==> config.mk <==
export PLATFORM = sky130hd
export DESIGN_NAME = mult3_mult4_latch
export DESIGN_NICKNAME = d
export VERILOG_FILES = /design/src/rtl/mult3_mult4_latch.sv
export SDC_FILE = /design/constraint.sdc
export NUM_CORES = 1
export LEC_CHECK = 0
export CAP_MARGIN = 5
export CELL_PAD_IN_SITES_DETAIL_PLACEMENT = 1
export CELL_PAD_IN_SITES_GLOBAL_PLACEMENT = 1
export CORE_MARGIN = 4
export CORE_UTILIZATION = 27
export CTS_CLUSTER_DIAMETER = 50
export DETAILED_ROUTE_END_ITERATION = 10
export GPL_ROUTABILITY_DRIVEN = 0
export GPL_TIMING_DRIVEN = 1
export PLACE_DENSITY_LB_ADDON = 0.1
export SKIP_LAST_GASP = 1
export SLEW_MARGIN = 20
export SYNTH_ARGS = -nofsm -noshare
export SYNTH_HDL_FRONTEND = slang
export SYNTH_SLANG_ARGS = --single-unit
==> constraint.sdc <==
create_clock -name clk_i -period 1.86 [get_ports clk_i]
set_clock_uncertainty 0.15 [all_clocks]
set_input_delay 0.372 -clock clk_i [delete_from_list [all_inputs] [get_ports clk_i]]
set_output_delay 0.372 -clock clk_i [all_outputs]
set_load 0.1 [all_outputs]
==> src/rtl/mult3_mult4_latch.sv <==
// mult3 -> mult4 pipeline register for the integer multiply pipe.
// Supports stall (hold), flush (bubble), x0 write suppression, decode
// forwarding-match flags and a wrapping count of captured writebacks.
module mult3_mult4_latch #(
  parameter int unsigned CNT_W = 32
) (
  input  logic             clk_i,
  input  logic             rsn_i,
  input  logic             stall_i,
  input  logic             flush_i,
  input  logic             mult3_valid_i,
  input  logic [31:0]      mult3_int_write_data_i,
  input  logic [4:0]       mult3_write_addr_i,
  input  logic             mult3_int_write_enable_i,
  input  logic [31:0]      mult3_instruction_i,
  input  logic [31:0]      mult3_pc_i,
  input  logic [4:0]       fwd_rs1_addr_i,
  input  logic [4:0]       fwd_rs2_addr_i,
  output logic             mult4_valid_o,
  output logic [31:0]      mult4_int_write_data_o,
  output logic [4:0]       mult4_write_addr_o,
  output logic             mult4_int_write_enable_o,
  output logic [31:0]      mult4_instruction_o,
  output logic [31:0]      mult4_pc_o,
  output logic             fwd_rs1_hit_o,
  output logic             fwd_rs2_hit_o,
  output logic [CNT_W-1:0] mult_wb_count_o
);

  logic             valid_q;
  logic [31:0]      data_q;
  logic [4:0]       addr_q;
  logic             we_q;
  logic [31:0]      instr_q;
  logic [31:0]      pc_q;
  logic [CNT_W-1:0] cnt_q;
  logic             we_d;

  // Write enable as it would be captured on a load; bubbles and x0 never write.
  always_comb begin
    we_d = mult3_valid_i & mult3_int_write_enable_i & (mult3_write_addr_i != 5'd0);
  end

  // Pipeline state: reset > flush > stall > load.
  always_ff @(posedge clk_i) begin
    if (rsn_i) begin
      valid_q <= 1'b0;
      data_q  <= 32'd0;
      addr_q  <= 5'd0;
      we_q    <= 1'b0;
      instr_q <= 32'd0;
      pc_q    <= 32'd0;
      cnt_q   <= '0;
    end else if (flush_i) begin
      // Counter deliberately untouched by a flush.
      valid_q <= 1'b0;
      data_q  <= 32'd0;
      addr_q  <= 5'd0;
      we_q    <= 1'b0;
      instr_q <= 32'd0;
      pc_q    <= 32'd0;
    end else if (!stall_i) begin
      valid_q <= mult3_valid_i;
      data_q  <= mult3_int_write_data_i;
      addr_q  <= mult3_write_addr_i;
      we_q    <= we_d;
      instr_q <= mult3_instruction_i;
      pc_q    <= mult3_pc_i;
      if (we_d) begin
        cnt_q <= cnt_q + CNT_W'(1);
      end
    end
  end

  // Outputs straight from registers; hits compare registered dest with decode sources.
  always_comb begin
    mult4_valid_o            = valid_q;
    mult4_int_write_data_o   = data_q;
    mult4_write_addr_o       = addr_q;
    mult4_int_write_enable_o = we_q;
    mult4_instruction_o      = instr_q;
    mult4_pc_o               = pc_q;
    mult_wb_count_o          = cnt_q;
    fwd_rs1_hit_o            = we_q & (addr_q == fwd_rs1_addr_i);
    fwd_rs2_hit_o            = we_q & (addr_q == fwd_rs2_addr_i);
  end

endmodule

Yosys cells after proc, flatten, opt, wreduce, memory -nomap -nowiden
Cells that the tools add are included.
{"block": "classes", "eq_ne": 2, "div": 0, "bitwise_logic": 6, "mul": 0, "addsub": 1, "n_mux": 0, "order_cmp": 0, "reduce_logical": 3, "shifts": 0}
{"operator": "$add 32x1->32 const B", "count": 1}
{"operator": "$eq 5x5->1", "count": 2}
{"operator": "$reduce_bool 5->1", "count": 1}
{"operator": "$and 1x1->1", "count": 4}
{"operator": "$reduce_and 3->1", "count": 1}
{"operator": "$not 1->1", "count": 2}
{"operator": "$reduce_or 2->1", "count": 1}
{"block": "word_totals", "latchBits": 0, "elab_cells": 19, "input_bits": 117, "ram_bits": 0, "n_memories": 0, "romBits": 0, "ff_bits": 135, "out_inout_bits": 137}

Longest topological paths before layout
{"block": "depth", "depth_word": 3, "depth_mapped": 7, "mapped_depth_nobuf": 5}

Least setup slack after synthesis
OpenSTA, ideal clock, no wires.
{"block": "synth_path", "path_kind": "reg-to-output", "start": "reg addr_q[2] (netlist: mult4_write_addr_o[2])", "end": "out fwd_rs1_hit_o", "path_buffers": 0, "path_slack_ns": -0.864, "stages_incl_launch_ff": 4, "t_required_ns": 1.338, "arrival_ns": 2.202, "path_cell_list": "dfxtp_1 xor2_1 nor4_1 and3_1"}
{"block": "synth_between", "elab_chain_len": 2}
{"item": "start: declaration", "line_no": "32", "text": "logic [4:0] addr_q;"}
{"item": "start signal: assignment", "line_no": "65", "text": "addr_q <= mult3_write_addr_i;"}
{"item": "$eq 5x5->1", "line_no": "84", "text": "fwd_rs1_hit_o = we_q & (addr_q == fwd_rs1_addr_i);"}
{"item": "$and 1x1->1", "line_no": "84"}
{"item": "end: declaration", "line_no": "25", "text": "output logic fwd_rs1_hit_o,"}
No other way between the ends.

Worst setup path after layout
{"block": "layout_path", "start": "reg addr_q[2] (netlist: mult4_write_addr_o[2])", "end": "out fwd_rs2_hit_o"}
{"block": "layout_between", "elab_chain_len": 2}
{"item": "$eq 5x5->1", "line_no": "85", "text": "fwd_rs2_hit_o = we_q & (addr_q == fwd_rs2_addr_i);"}
{"item": "$and 1x1->1", "line_no": "85"}
{"item": "end: declaration", "line_no": "26", "text": "output logic fwd_rs2_hit_o,"}
No other way between the ends.

==> results.cfg <==
[detailed_routing]
detail-route-antenna-nets = 0
wl_per_cell_um = 18.8
wirelength_um = 21200
drtPass1Iterations = 4
vias = 5222
via_per_inst = 4.63
drt_iter0_drc = 123
drc = 0

[synthesis]
netlist_top_cells_count = dfxtp_1, nor2_1, mux2i_1
synth_area_leader_cell = dfxtp_1
ys.flop_type = dfxtp_1
synthMostInstantiatedCell = dfxtp_1
synth_area_leaders = dfxtp_1, mux2i_1, nor2_1, mux2_1, clkbuf_1
yosysUniqueCellTypes = 38
synth_nets = 671
syn_inst = 553
netlist.area_leader.share_pct = 49.5
seq_area_frac_synth_pct = 49.5
syn_area_per_cell_um2 = 9.86
synth_edf_count = 0
synth_seq_cells = 135
syn_area_um2 = 5460
yosysWarnings = 0
ys_async_sr_fraction_pct = 0

[layout]
drive_gt1_share_pct = 35.8
fin_util_pct = 56.1
nFillCells = 2072
nets = 968
num_antenna_cells = 0
syn_to_final_growth_pct = 102

[pwr]
p_comb_share_pct = 18.7
p_leak_nw = 4.54
p_sw_mw = 2.28
peakVddDrop_mv = 0.613
p_int_mw = 5.60
powerDensity_nw_per_um2 = 715
switching_share_pct = 29.0
seqPwrFrac_pct = 38.2
pwr-share-clk_pct = 43.0

[floorplan]
ios = 254
rows = 51
die_w_um = 150
die_area_um2 = 22500
initial_utilization_pct = 27.8
die_h_um = 150
core_area_um2 = 19700

[critical_path]
worst-path-max-fanout = 3
reg2regPathDepth = 6
rr_startpoint = mult_wb_count_o[7]$_SDFFE_PP0P_
crit_required_ps = 1340
cp.arrival_ps = 1600
path_class = flip-flop to output port
r2r_end = mult_wb_count_o[29]$_SDFFE_PP0P_
reg2reg_slack_ps = 10
crit_path_end_kind = output port
cp-start-kind = flip-flop

[clock_network]
htree_levels = 4
cts_root_buf = clkbuf_16
cts_sinks = 135
worstSkewPairLatency_ps = 420
holdBufCountCts = 0
cts_tree = done
numCtsBuffers = 17
path_clk_slew_ps = 60
clk_path_buf_depth = 2

[timing]
setup_ws_ps = -263
hold_ws_ps = 159
maxSlewViolCount = 0
hold_viol_final = 0
rsz0062_at_grt = yes
tightest_slew_ps = 631
timing.slew.headroom_pct = 57.9
finalCritPeriodShare_pct = 114
setup_viol = 2
fin_crit_ps = 2120
max_freq_ghz = 0.471

[global_routing]
grt_pass1_wl_um = 32500
grt_max_degree = 86
grt_overflow = 0
grt.busiest_layer = met2
antenna_found_initial = 0
grt_usage_pct = 18.7
grt_pass1_vias = 5863
grtUsageMet3_pct = 8.58
met1_usage_pct = 18.8
met2_usage_pct = 35.0

[worst_hold_path]
hold_start = mult3_write_addr_i[3]
hold-path-cell-count = 3
min_to = mult4_write_addr_o[3]$_SDFFE_PP0N_
hold_class = input port to flip-flop

[status]
status = complete, but fails checks
violations = negative setup slack

[placed_design]
post-dp-hpwl_um = 16000
numPortBuffers = 253

[run]
drv_cap = 0
[metal layers]
layer  vias to the layer above  part of all wire (%)
li1                       2498                     -
met1                      2573                    36
met2                       139                    55
met3                        12                   8.4
met4                         0                  0.77
met5                         -                     0
[worst max path at each step]
stage                                       startpoint                          endpoint  slack, ps  cells past startpoint
floorplan                        mult3_write_addr_i[0]  mult_wb_count_o[27]$_SDFFE_PP0P_       -120                      6
global placement                 mult3_write_addr_i[0]  mult_wb_count_o[15]$_SDFFE_PP0P_       -560                      6
detailed placement               mult3_write_addr_i[0]  mult_wb_count_o[23]$_SDFFE_PP0P_       -610                      6
CTS                 mult4_write_addr_o[1]$_SDFFE_PP0N_                     fwd_rs1_hit_o       -330                      4
global route        mult4_write_addr_o[2]$_SDFFE_PP0N_                     fwd_rs1_hit_o       -370                      4
finish              mult4_write_addr_o[2]$_SDFFE_PP0N_                     fwd_rs2_hit_o       -260                      4
[critical path, stage by stage (launching register included)]
cell	delay, ps
dfxtp_4	360
xor2_2	150
nor4_2	270
and3_4	230
buf_12	170
[through the flow]
step	instances	setup TNS (ps)	cell area, um^2	worst slack [ps]	total power [mW]
2_1_floorplan	553	-1770	5610	-115	3.84
5_1_grt	1128	-812	11000	-373	8.19
3_5_place_dp	1080	-19260	10100	-615	4.55
4_1_cts	1126	-1170	10900	-328	7.99
6_report	1128	-516	11000	-263	7.88
3_3_place_gp	1080	-16600	10100	-557	4.53
[layout make-up]
cell class	instances	area, um^2	area share, %
multi-input cells	377	2790	25.3
clock buffers	21	483	4.38
inverters	5	18.8	0.170
well taps	265	332	3.01
clock inverters	11	111	1.01
repair buffers	314	4480	40.6
flip-flops and latches	135	2820	25.6
[cells in the final DEF, fill, tap and decap left out, types with 10 or more instances in the layout]
master and count:
a21oi_1 13, buf_12 143, buf_4 49, clkbuf_16 19
clkdlybuf4s50_1 103, dfxtp_1 98, dfxtp_2 10, dfxtp_4 27
mux2i_1 103, nand2_1 14, nor2_1 122, nor2b_1 12
o21ai_0 10
[state kept, by name (all words and copies together) (netlist names)]
register	flops
mult4_instruction_o	32
mult4_int_write_data_o	32
mult4_int_write_enable_o	1
mult4_pc_o	32
mult4_valid_o	1
mult4_write_addr_o	5
mult_wb_count_o	32
[power groups by stage]
| stage | logic, mW | clock network, mW | registers (mW) |
|---|---|---|---|
| 5_1_grt | 1.54 | 3.64 | 3.02 |
| 6_report | 1.47 | 3.39 | 3.01 |
| 3_3_place_gp | 1.45 | 0 | 3.07 |
| 2_1_floorplan | 0.279 | 0 | 3.56 |
| 4_1_cts | 1.48 | 3.49 | 3.01 |
| 3_5_place_dp | 1.47 | 0 | 3.08 |
[repair_timing]
item / CTS / global route
gates resized for setup: 27 / 34
gates cloned: 2 / 0
pin swaps: 15 / 13
setup buffers: 13 / 3
endpoints found under the setup margin: 31 / 18
[cells by family after synthesis]
kind of cell    count (synthesis)  share of synthesized area, %
simple gates                  210                          18.2
flops                         135                          49.5
compound gates                 36                          4.73
mux                           117                          21.9
buf+inv                        41                          3.35
fa+ha+maj                       1                         0.229
xor+xnor                       13                          2.09
Power figures use the tool's default switching activity.
